==> src/rtl/nn_pkg.sv <==
// nn_pkg: shared types and constants for the nearest-neighbour search block.
package nn_pkg;
    localparam int DIM = 2;
    localparam logic [31:0] DIST_MAX = 32'hFFFF_FFFF;
    typedef logic [DIM-1:0][31:0] point_t;
    typedef enum logic [2:0] {IDLE, READ, ISSUE, WAIT, FINISH} nn_state_t;
endpackage

==> src/rtl/nn_search_ctrl_min_tracker.sv <==
// min_tracker: running minimum distance and its index, with clear and update strobe.
module min_tracker
    import nn_pkg::*;
#(
    parameter int IDX_W = 6
) (
    input  logic             clk_in,
    input  logic             rst_in,
    input  logic             clr,
    input  logic             upd,
    input  logic [31:0]      cand_dist,
    input  logic [IDX_W-1:0] cand_idx,
    output logic [31:0]      best_dist,
    output logic [IDX_W-1:0] best_idx
);
    // strict compare keeps the earlier index on ties
    always_ff @(posedge clk_in or posedge rst_in) begin
        if (rst_in) begin
            best_dist <= DIST_MAX;
            best_idx  <= '0;
        end else if (clr) begin
            best_dist <= DIST_MAX;
            best_idx  <= '0;
        end else if (upd && cand_dist < best_dist) begin
            best_dist <= cand_dist;
            best_idx  <= cand_idx;
        end
    end
endmodule

==> src/rtl/nn_search_ctrl.sv <==
// nn_search_ctrl: sequences one nearest-neighbour search over the vertex BRAM
// through the iterative distance unit, one vertex in flight at a time.
module nn_search_ctrl
    import nn_pkg::*;
#(
    parameter int DIM          = nn_pkg::DIM,
    parameter int MAX_VERTICES = 64,
    parameter int ADDR_W       = $clog2(MAX_VERTICES),
    parameter int RD_LAT       = 2,
    parameter int TIMEOUT      = 255
) (
    input  logic                    clk_in,
    input  logic                    rst_in,
    input  logic                    start_in,
    input  logic [DIM-1:0][31:0]    query_pos_in,
    input  logic [ADDR_W:0]         num_vertices_in,
    output logic [ADDR_W-1:0]       vertex_addr_out,
    input  logic [DIM-1:0][31:0]    vertex_pos_in,
    output logic [DIM-1:0]          dist_valid_out,
    output logic [DIM-1:0][31:0]    dist_vertex_out,
    output logic [DIM-1:0][31:0]    dist_query_out,
    input  logic [31:0]             dist_sq_in,
    input  logic                    dist_valid_in,
    output logic                    busy_out,
    output logic                    done_out,
    output logic                    found_out,
    output logic                    timeout_out,
    output logic [ADDR_W-1:0]       best_idx_out,
    output logic [31:0]             best_dist_sq_out
);
    localparam int RD_W = $clog2(RD_LAT + 1);
    localparam int IS_W = $clog2(DIM + 1);
    localparam int TO_W = $clog2(TIMEOUT + 1);
    localparam logic [ADDR_W:0] N_MAX = (ADDR_W + 1)'(MAX_VERTICES);

    nn_state_t         state, state_nx;
    logic [ADDR_W-1:0] idx;
    logic [ADDR_W:0]   n_lat;
    logic [RD_W-1:0]   rd_cnt;
    logic [IS_W-1:0]   issue_cnt;
    logic [TO_W-1:0]   wait_cnt;
    logic              accept, rd_done, issue_done, last, expired;

    assign accept     = state == IDLE && start_in;
    assign rd_done    = rd_cnt == RD_W'(RD_LAT);
    assign issue_done = issue_cnt == IS_W'(DIM - 1);
    assign last       = {1'b0, idx} == n_lat - 1'b1;
    assign expired    = wait_cnt == TO_W'(TIMEOUT - 1);
    assign vertex_addr_out = idx;

    always_ff @(posedge clk_in or posedge rst_in) begin
        if (rst_in) state <= IDLE;
        else        state <= state_nx;
    end

    always_comb begin
        state_nx = state;
        case (state)
            IDLE:    state_nx = !start_in ? IDLE : (num_vertices_in == '0 ? FINISH : READ);
            READ:    state_nx = rd_done ? ISSUE : READ;
            ISSUE:   state_nx = issue_done ? WAIT : ISSUE;
            WAIT:    state_nx = dist_valid_in ? (last ? FINISH : READ) : (expired ? FINISH : WAIT);
            default: state_nx = IDLE;
        endcase
    end

    always_comb begin
        busy_out       = state != IDLE;
        done_out       = state == FINISH;
        dist_valid_out = {DIM{state == ISSUE}};
    end

    always_ff @(posedge clk_in or posedge rst_in) begin
        if (rst_in) begin
            idx             <= '0;
            n_lat           <= '0;
            rd_cnt          <= '0;
            issue_cnt       <= '0;
            wait_cnt        <= '0;
            dist_query_out  <= '0;
            dist_vertex_out <= '0;
            found_out       <= 1'b0;
            timeout_out     <= 1'b0;
        end else begin
            rd_cnt    <= state == READ  ? rd_cnt + 1'b1    : '0;
            issue_cnt <= state == ISSUE ? issue_cnt + 1'b1 : '0;
            wait_cnt  <= state == WAIT  ? wait_cnt + 1'b1  : '0;
            if (accept) begin
                dist_query_out <= query_pos_in;
                n_lat          <= num_vertices_in > N_MAX ? N_MAX : num_vertices_in;
                idx            <= '0;
                found_out      <= 1'b0;
                timeout_out    <= 1'b0;
            end
            if (state == READ && rd_done) dist_vertex_out <= vertex_pos_in;
            if (state == WAIT && dist_valid_in) begin
                if (last) found_out <= 1'b1;
                else      idx <= idx + 1'b1;
            end else if (state == WAIT && expired) begin
                timeout_out <= 1'b1;
            end
        end
    end

    min_tracker #(.IDX_W(ADDR_W)) u_min (
        .clk_in    (clk_in),
        .rst_in    (rst_in),
        .clr       (accept),
        .upd       (state == WAIT && dist_valid_in),
        .cand_dist (dist_sq_in),
        .cand_idx  (idx),
        .best_dist (best_dist_sq_out),
        .best_idx  (best_idx_out)
    );
endmodule

==> config.mk <==
export PLATFORM = sky130hd
export DESIGN_NAME = nn_search_ctrl
export DESIGN_NICKNAME = d
export VERILOG_FILES = /design/src/rtl/nn_pkg.sv /design/src/rtl/nn_search_ctrl_min_tracker.sv /design/src/rtl/nn_search_ctrl.sv
export SDC_FILE = /design/constraint.sdc
export NUM_CORES = 1
export LEC_CHECK = 0
export CORE_MARGIN = 2
export CORE_UTILIZATION = 44
export DETAILED_ROUTE_END_ITERATION = 10
export PLACE_DENSITY = 0.81
export SETUP_SLACK_MARGIN = 0.15
export SYNTH_ARGS = -nofsm -noshare
export SYNTH_HDL_FRONTEND = slang
export SYNTH_SLANG_ARGS = --single-unit
==> constraint.sdc <==
create_clock -name clk_in -period 9.62 [get_ports clk_in]
set_clock_uncertainty 0.1 [all_clocks]
set_input_delay 1.924 -clock clk_in [delete_from_list [all_inputs] [get_ports clk_in]]
set_output_delay 1.924 -clock clk_in [all_outputs]
set_load 0.03 [all_outputs]
==> results of run 1 <==
placed cells by master (no fill, tap or decap), types with 2 or more instances in the layout:
master,count
a32o_1,2
clkbuf_16,17
o22ai_1,2
nand3_1,15
clkdlybuf4s50_1,348
dfstp_2,32
buf_4,4
inv_6,3
nand3b_1,7
xor2_1,11
nor4_1,2
nor3_1,9
clkinv_4,2
clkinvlp_4,2
nand2b_1,3
mux2i_1,40
nand2_1,218
nand4_1,5
nor2_1,55
and3_1,4
inv_1,75
dfrtp_1,164
and4_1,2
nor3b_1,3
ha_1,37
xnor2_1,5
mux2_2,66
a21oi_1,11
or3b_2,2
o21ai_0,10
a21o_1,4
inv_8,5
cells in the mapped netlist, types with 7 or more instances:
master / instances
mux2_2: 66
nor3_1: 9
clkbuf_1: 29
dfstp_2: 32
ha_1: 37
nand3b_1: 7
mux2i_1: 40
dfrtp_1: 164
nor2_1: 55
inv_1: 76
xor2_1: 11
o21ai_0: 10
a21oi_1: 11
nand3_1: 15
nand2_1: 219
path summary, 6_finish.rpt:
path                                                    to  cells past startpoint
max                          u_min.best_idx[3]$_DFFE_PP0P_                      8
min                                    rd_cnt[0]$_DFF_PP0_                      1
max reg2reg                  u_min.best_idx[3]$_DFFE_PP0P_                      8
min reg2reg                            rd_cnt[0]$_DFF_PP0_                      1
max in group asynchronous   dist_query_out[23]$_DFFE_PP0P_                      3
min in group asynchronous  dist_vertex_out[14]$_DFFE_PP0P_                      2
worst reg2reg max path, delay by kind of cell (launching register included):
family,cells,cell delay [ps]
DFF,1,550
buffers and inverters,1,50
AOI/OAI and AO/OA,2,610
muxes,1,260
adders and majority gates,1,300
and+or+nand+nor,3,1230
flip-flops by register name, indices dropped and copies added, names as in the netlist:
register         count
dist_query_out      64
u_min.best_idx       6
vertex_addr_out      6
timeout_out          1
u_min.best_dist     32
rd_cnt               2
state                3
found_out            1
dist_vertex_out     64
n_lat                7
wait_cnt             8
issue_cnt            2
cell type report:
class	instances	area [sq um]
fill	1539	6460
sequential	196	4940
timing repair buffer	352	3510
multi-input combinational	536	3470
clock buffer	19	443
tap	265	332
inverter	76	293
clock inverter	13	139
metal layers:
| layer | track usage, % | vias up | share of wire (%) |
|---|---|---|---|
| li1 | - | 3410 | - |
| met1 | 27.7 | 3398 | 40 |
| met2 | 39.5 | 239 | 50 |
| met3 | 7.49 | 37 | 7.7 |
| met4 | 7.84 | 0 | 2.1 |
| met5 | 0 | - | 0 |
through the flow:
stage | cells | setup WS, ps | hold WS, ps | util (%) | total power, mW
6_report | 1457 | 4970 | 321 | 67.0 | 4.35
5_1_grt | 1457 | 4730 | 360 | 67.0 | 4.60
4_1_cts | 1457 | 4970 | 327 | 67.0 | 4.40
3_5_place_dp | 1425 | 4490 | 318 | 64.1 | 3.67
3_3_place_gp | 1425 | 4510 | 313 | 64.1 | 3.62
2_1_floorplan | 845 | 2310 | 302 | - | 2.73
cell families (layout without fill, tap and decap cells):
logic type | Yosys count | count (layout) | share of synthesized area [%]
and+or+nand+nor | 334 | 334 | 16.0
DFF | 196 | 196 | 55.8
buffers and inverters | 113 | 460 | 5.18
muxes | 106 | 106 | 12.9
AOI/OAI and AO/OA | 43 | 43 | 3.37
adders and majority gates | 37 | 37 | 5.22
xor gates and xnor gates | 16 | 16 | 1.58
power by group through the flow:
| stage | clock [mW] | sequential [mW] | combinational (mW) |
|---|---|---|---|
| after floorplan | 0 | 2.04 | 0.685 |
| after global routing | 0.758 | 1.48 | 2.36 |
| after global placement | 0 | 1.43 | 2.19 |
| final | 0.709 | 1.43 | 2.21 |
| after CTS | 0.727 | 1.44 | 2.23 |
| after detailed placement | 0 | 1.44 | 2.23 |
==> results.cfg, run 1 <==
[finish]
syn2layout_area_growth_pct = 48.1
final_cell_area_sq_um = 13100
diodes = 0
drive_gt1_share_pct = 12.1
final_nets = 1387

[critical_path]
critPathLaunchType = input port
critPathKind = in -> reg
cp_slowest_cell = or3_2
r2r_slack_ps = 6350
r2r-start = u_min.best_dist[30]$_DFFE_PP1P_
max_stage_delay_ps = 980
cp-startpoint = dist_sq_in[30]
cp_num_buf_inv = 1
critPathTopFamily = simple AND/OR/NAND/NOR gates
cp.required_ps = 9790
crit_arrival_ps = 4820
path_cells = clkdlybuf4s50_1 > ha_1 > a21oi_1 > nand2_1 > a2111oi_0 > nand4_1 > or3_2 > mux2i_1
worst-path-max-fanout = 36
worst_setup_path_end_kind = flip-flop

[synth]
synth_area_leaders = dfrtp_1 (46%), dfstp_2 (9.5%), nand2_1 (9.3%)
ys_ff_latch = 196
synth_cells = 845
syn_area_sq_um = 8870
synthArstFlopShare_pct = 100
ys_warn_count = 0
synth_top_area_cell = dfrtp_1
synth-edff-count = 0
synth.distinct_cells = 50
yosysTopAreaCellShare_pct = 46.3
ys_seq_area_share_pct = 55.8
synth_ff_type = dfrtp_1
synth_fp_nets = 1053
synth.avg_cell_area_sq_um = 10.5

[placement]
placed_area_sq_um = 12600
gp_congestion = 0.822
dp_hpwl_um = 18000
io_buffers = 348

[run]
maxCapViolations = 0

[global_routing]
globalRouteOverflowTotal = 0
antenna_found_initial = 0
grt_pass1_wl_um = 38800
grt_max_degree = 145
grt_pass1_vias = 7307
grtUsageTotal_pct = 23.1

[power_and_ir_drop]
power_density_nw_per_um2 = 331
p_clk_share_pct = 16.3
pwr-share-comb_pct = 50.7
vdd_ir_drop_max_mv = 0.199
p_seq_share_pct = 33.0
p_switching_mw = 1.82
p_int_mw = 2.53
swShare_pct = 41.9
leakage_nw = 6.46

[floorplan]
die-area_sq_um = 21300
core_area_sq_um = 19600
num_rows = 51
num_io_pins = 349
die_h_um = 146
start_util_pct = 45.3
die_w_um = 146

[sta]
relSlewSlack_pct = 25.4
rsz0062_at_grt = false
period_needed_ps = 4650
fmax_mhz = 215
post-route-period-util_pct = 48.3
setup_viol = 0
slew_violations = 0
setup-tns-final_ps = 0
tightest_slew_ps = 1120
hold_violations = 0

[route]
drc = 0
drtAntennaViolNets = 0
wl_per_cell_um = 16.8
drt_pass1_iterations = 4
drt_iter0_markers = 223
vias = 7084
drt-total-wl_um = 24400
vias_per_cell = 4.86

[clocking]
clock_path_buffers = 2
cts_setup_buffers = 0
cts_tree = yes
root_buffer = clkbuf_16
cts_made_buffers = 17
clk_pin_slew_ps = 70
cts.sinks = 196
cts.repair.resized = 0
clkLatencyLatePin_ps = 420
h-tree-depth = 4
cts_hold_buf = 0

[hold_path]
hold_class = reg -> reg
hold_start = rd_cnt[0]$_DFF_PP0_

[outcome]
status = finished, final reports clean
Note: power is estimated with default switching activity, not from simulation.
==> run 2: changes to the inputs <==
CORE_UTILIZATION = 40   (was 44)
PLACE_DENSITY = 0.77   (was 0.81)
clock period = 3.78 ns   (was 9.62 ns; I/O delays follow)
==> run 2 against run 1 <==
Against the previous run: via count up 0.93%; total power grew to 2.6 times the previous value; clock power grew to 2.6 times the previous value; clock-buffer cell count unchanged; first-iteration DRC count up 41%; sequential share of layout area fell by 0.29 points; flip-flop and latch count stayed put; critical path type is now reg -> out; highest routed layer unchanged; worst hold slack better by 14 ps; largest cell class unchanged; register-to-register slack worse by 5400 ps.
==> results.cfg, run 2 (synthesis results as in run 1) <==
[placement]
io_buffers = 348
dp_hpwl_um = 18200
gp_congestion = 0.813
dp_slack_ps = 302
placed_area_sq_um = 12700

[global_routing]
globalRouteOverflowTotal = 0
grt_pass1_vias = 7304
antenna_found_initial = 0
grt_pass1_wl_um = 39200
grtUsageTotal_pct = 21.1
grt_max_degree = 93

[finish]
largestRegisters = dist_query_out x64, dist_vertex_out x64, u_min.best_dist x32
final_cell_mix = clkdlybuf4s50_1 (348), nand2_1 (218), dfrtp_1 (164), inv_1 (75), mux2_2 (66)
drive_gt1_share_pct = 12.4
diodes = 0
final_common_cell = clkdlybuf4s50_1
final_cell_area_sq_um = 13200
final_nets = 1392
syn2layout_area_growth_pct = 49.3

[sta]
hold_ws_ps = 335
setup-tns-final_ps = 0
relSlewSlack_pct = 44.4
hold_violations = 0
tightest_slew_ps = 834
finalWorstSetupSlack_ps = 566
setup_viol = 0
period_needed_ps = 3210
rsz0062_at_grt = false
post-route-period-util_pct = 85.0
slew_violations = 0
fmax_mhz = 311

[critical_path]
critPathLaunchType = flip-flop
cp.required_ps = 2920
max_stage_delay_ps = 710
crit_arrival_ps = 2360
cp_slowest_cell = clkdlybuf4s50_1
critPathKind = reg -> out
worst-path-max-fanout = 10
path_cells = or3b_2 > inv_1 > clkdlybuf4s50_1
cp_num_buf_inv = 2
critPathTopFamily = buffers and inverters
worst_setup_path_end_kind = primary output

[clocking]
cts_tree = yes
clkLatencyLatePin_ps = 420
clk_pin_slew_ps = 70
cts_hold_buf = 0
cts_setup_buffers = 0
cts_made_buffers = 17
cts.sinks = 196
h-tree-depth = 4
cts.repair.resized = 0
root_buffer = clkbuf_16
clock_path_buffers = 2

[route]
drtAntennaViolNets = 0
drt-total-wl_um = 24500
drt_iter0_markers = 315
drc = 0
wl_per_cell_um = 16.6
vias_per_cell = 4.84
vias = 7150
drt_pass1_iterations = 4

[floorplan]
num_io_pins = 349
num_rows = 54
core_area_sq_um = 21800
die_h_um = 153
die_w_um = 153
start_util_pct = 40.6
die-area_sq_um = 23400

[run]
maxCapViolations = 0

[power_and_ir_drop]
power_density_nw_per_um2 = 840
finalPower_mw = 11.1
leakage_nw = 6.50
vdd_ir_drop_max_mv = 0.477

[outcome]
status = finished, final reports clean

[hold_path]
hold_class = reg -> reg
[run 2: changes by cell type in the layout (fill, tap and decap cells not counted), sizes merged]
cell,previous run,this run
buf,4,9
clkinvlp,2,3
inv,83,82
[run 2: through the flow]
step                      cells  utilization [%]
final                      1477             60.7
after global routing       1477             60.7
after CTS                  1477             60.7
after detailed placement   1445             58.0
after global placement     1445             58.0
after floorplan             845                -
[run 2: cell type report]
cell class	count	area, sq um
fill	1833	8590
clock inverter	13	139
timing repair buffer	357	3600
inverter	76	289
sequential	196	4940
clock buffer	19	443
multi-input combinational	536	3470
tap	280	350
[run 2: path summary, 6_finish.rpt]
check | start | to | slack [ps] | cells after the start
worst max-delay path | state[1]$_DFF_PP0_ | dist_valid_out[0] | 570 | 3
worst min-delay path | rd_cnt[0]$_DFF_PP0_ | rd_cnt[0]$_DFF_PP0_ | 340 | 1
worst max register to register | u_min.best_dist[30]$_DFFE_PP1P_ | u_min.best_idx[4]$_DFFE_PP0P_ | 960 | 9
worst min register to register | rd_cnt[0]$_DFF_PP0_ | rd_cnt[0]$_DFF_PP0_ | 340 | 1
max in group asynchronous | rst_in | u_min.best_dist[28]$_DFFE_PP1P_ | 2110 | 3
min in group asynchronous | rst_in | dist_vertex_out[20]$_DFFE_PP0P_ | 620 | 2
[run 2: worst register-to-register path: cells and delay by family (launching register included)]
family	cells	cell delay [ps]
adder cells (fa/ha/maj)	1	300
AND/OR/NAND/NOR	3	730
buffers and inverters	2	300
multiplexers	1	170
flip-flops	1	550
AO/OA/AOI/OAI	2	540
[run 2: metal layers]
| metal | track usage [%] | vias up | part of all wire (%) |
|---|---|---|---|
| li1 | - | 3415 | - |
| met1 | 26.6 | 3462 | 41 |
| met2 | 35.0 | 242 | 49 |
| met3 | 6.44 | 31 | 7.7 |
| met4 | 6.48 | 0 | 2.1 |
| met5 | 0 | - | 0 |
[run 2: where the power goes]
| group | switching [mW] | internal, mW |
|---|---|---|
| clock | 0.859 | 0.954 |
| combinational | 3.21 | 2.44 |
| sequential | 0.588 | 3.07 |
==> run 3: changes to the inputs <==
CELL_PAD_IN_SITES_DETAIL_PLACEMENT = 1   (was default)
CELL_PAD_IN_SITES_GLOBAL_PLACEMENT = 2   (was default)
CORE_UTILIZATION = 24   (was 40)
PLACE_DENSITY = default   (was 0.77)
PLACE_DENSITY_LB_ADDON = 0.1   (was default)
==> run 3 against run 2 <==
Against the previous run: register-to-register slack worse by 80 ps; maximum frequency is 0.52% higher; total power is 0.79% higher; first-iteration DRC count is 56% lower; global-route usage is 6.0 points lower; sequential power hardly changed; cell count is 13% higher; utilization is 24 points lower; highest routed layer unchanged; non-clock buffer count is 7 higher; setup slack better by 17 ps; clock power is 3% higher; combinational power is 0.7% higher.
==> results.cfg, run 3 (synthesis results as in run 1) <==
[global_routing]
grt_max_degree = 65
antenna_found_initial = 1
grt_pass1_wl_um = 44800
grt_pass1_vias = 7675
globalRouteOverflowTotal = 0
grtUsageTotal_pct = 15.1

[finish]
drive_gt1_share_pct = 12.9
largestRegisters = dist_query_out x64, dist_vertex_out x64, u_min.best_dist x32
syn2layout_area_growth_pct = 52.8
final_nets = 1399
final_cell_mix = clkdlybuf4s50_1 (348), nand2_1 (218), dfrtp_1 (164), inv_1 (75), mux2_2 (66)
final_common_cell = clkdlybuf4s50_1
final_util_pct = 37.1
fill_cells = 4066
diodes = 0

[sta]
setup-tns-final_ps = 0
rsz0062_at_grt = false
hold_violations = 0
post-route-period-util_pct = 84.6
period_needed_ps = 3200
setup_viol = 0
fmax_mhz = 313
slew_violations = 0
relSlewSlack_pct = 39.7
tightest_slew_ps = 904

[route]
drt-met1-wl_um = 12100
vias_per_cell = 4.21
highest-signal-layer = met4
drt-total-wl_um = 28400
wl_met3_um = 2600
drt_pass1_iterations = 4
vias = 7046
drt_iter0_markers = 140
wl_per_cell_um = 17.0
wl_met2_um = 13400
drtAntennaViolNets = 0
drc = 0

[clocking]
clkLatencyLatePin_ps = 440
cts_tree = yes
cts.sinks = 196
cts_hold_buf = 0
cts_made_buffers = 17
clock_path_buffers = 2
h-tree-depth = 4
root_buffer = clkbuf_16
cts.repair.resized = 0
cts_setup_buffers = 0
clk_pin_slew_ps = 70

[power_and_ir_drop]
vdd_ir_drop_max_mv = 0.372
p_seq_share_pct = 32.5
p_switching_mw = 4.67
p_clk_share_pct = 16.7
power_density_nw_per_um2 = 827
p_int_mw = 6.54
leakage_nw = 6.54
swShare_pct = 41.7
pwr-share-comb_pct = 50.8

[critical_path]
worst-path-max-fanout = 10
crit_arrival_ps = 2340
worst_setup_path_end_kind = primary output
r2r-start = u_min.best_dist[30]$_DFFE_PP1P_
rr_worst_depth = 9
critPathKind = reg -> out
r2r_slack_ps = 880
r2r_end = u_min.best_dist[11]$_DFFE_PP1P_
critPathLaunchType = flip-flop
cp.required_ps = 2920

[placement]
gp_congestion = 0.722
io_buffers = 348
dp_hpwl_um = 21100

[hold_path]
hold_class = reg -> reg
hold_start = rd_cnt[0]$_DFF_PP0_
holdPathEnd = rd_cnt[0]$_DFF_PP0_
worstHoldPathCells = 1

[floorplan]
die_w_um = 196
start_util_pct = 24.3
core_area_sq_um = 36500
num_io_pins = 349
num_rows = 70
die-area_sq_um = 38500
die_h_um = 196

[outcome]
status = finished, final reports clean

[run]
maxCapViolations = 0
## run 3: how the worst max path moves through the flow
stage,startpoint,slack (ps),endpoint,depth (start not counted)
global placement,dist_sq_in[30],300,u_min.best_dist[7]$_DFFE_PP1P_,9
global route,dist_sq_in[30],470,u_min.best_dist[0]$_DFFE_PP1P_,9
CTS,state[1]$_DFF_PP0_,510,dist_valid_out[0],3
detailed placement,dist_sq_in[30],190,u_min.best_dist[11]$_DFFE_PP1P_,9
floorplan,rst_in,420,dist_query_out[0]$_DFFE_PP0P_,1
finish,state[1]$_DFF_PP0_,580,dist_valid_out[0],3
## run 3: power by group through the flow
stage | Combinational (mW) | Clock [mW] | Sequential [mW]
after floorplan | 1.74 | 0 | 5.20
after global placement | 5.78 | 0 | 3.65
after detailed placement | 5.79 | 0 | 3.69
after CTS | 5.82 | 1.98 | 3.66
after global routing | 6.16 | 2.05 | 3.80
final | 5.69 | 1.87 | 3.64
## run 3: final cells by class
type	count	area [sq um]	area share, %
Sequential cell	196	4940	36.5
Timing Repair Buffer	364	3670	27.1
Multi-Input combinational cell	536	3470	25.6
Tap cell	468	586	4.32
Clock buffer	21	460	3.40
Inverter	76	289	2.13
Clock inverter	11	128	0.942
## run 3: metal layers
layer	vias to the layer above	GRT usage [%]
met2	185	24.1
li1	3424	-
met1	3421	18.4
met5	-	0
met4	0	3.62
met3	16	7.32
## run 3: worst max-delay path, stage by stage, from the launching register on
cell             delay, ps
dfrtp_1                540
or3b_2                 520
inv_1                  150
clkdlybuf4s50_1        700
## run 3: per-stage QoR
step | hold slack [ps] | worst slack, ps | cell area, sq um | std cells | power (mW)
floorplan | 302 | 418 | 8870 | 845 | 6.94
finish | 336 | 583 | 13500 | 1672 | 11.2
global placement | 314 | 297 | 13000 | 1640 | 9.42
global route | 357 | 472 | 13500 | 1672 | 12.0
CTS | 342 | 512 | 13500 | 1672 | 11.5
detailed placement | 333 | 188 | 13000 | 1640 | 9.48
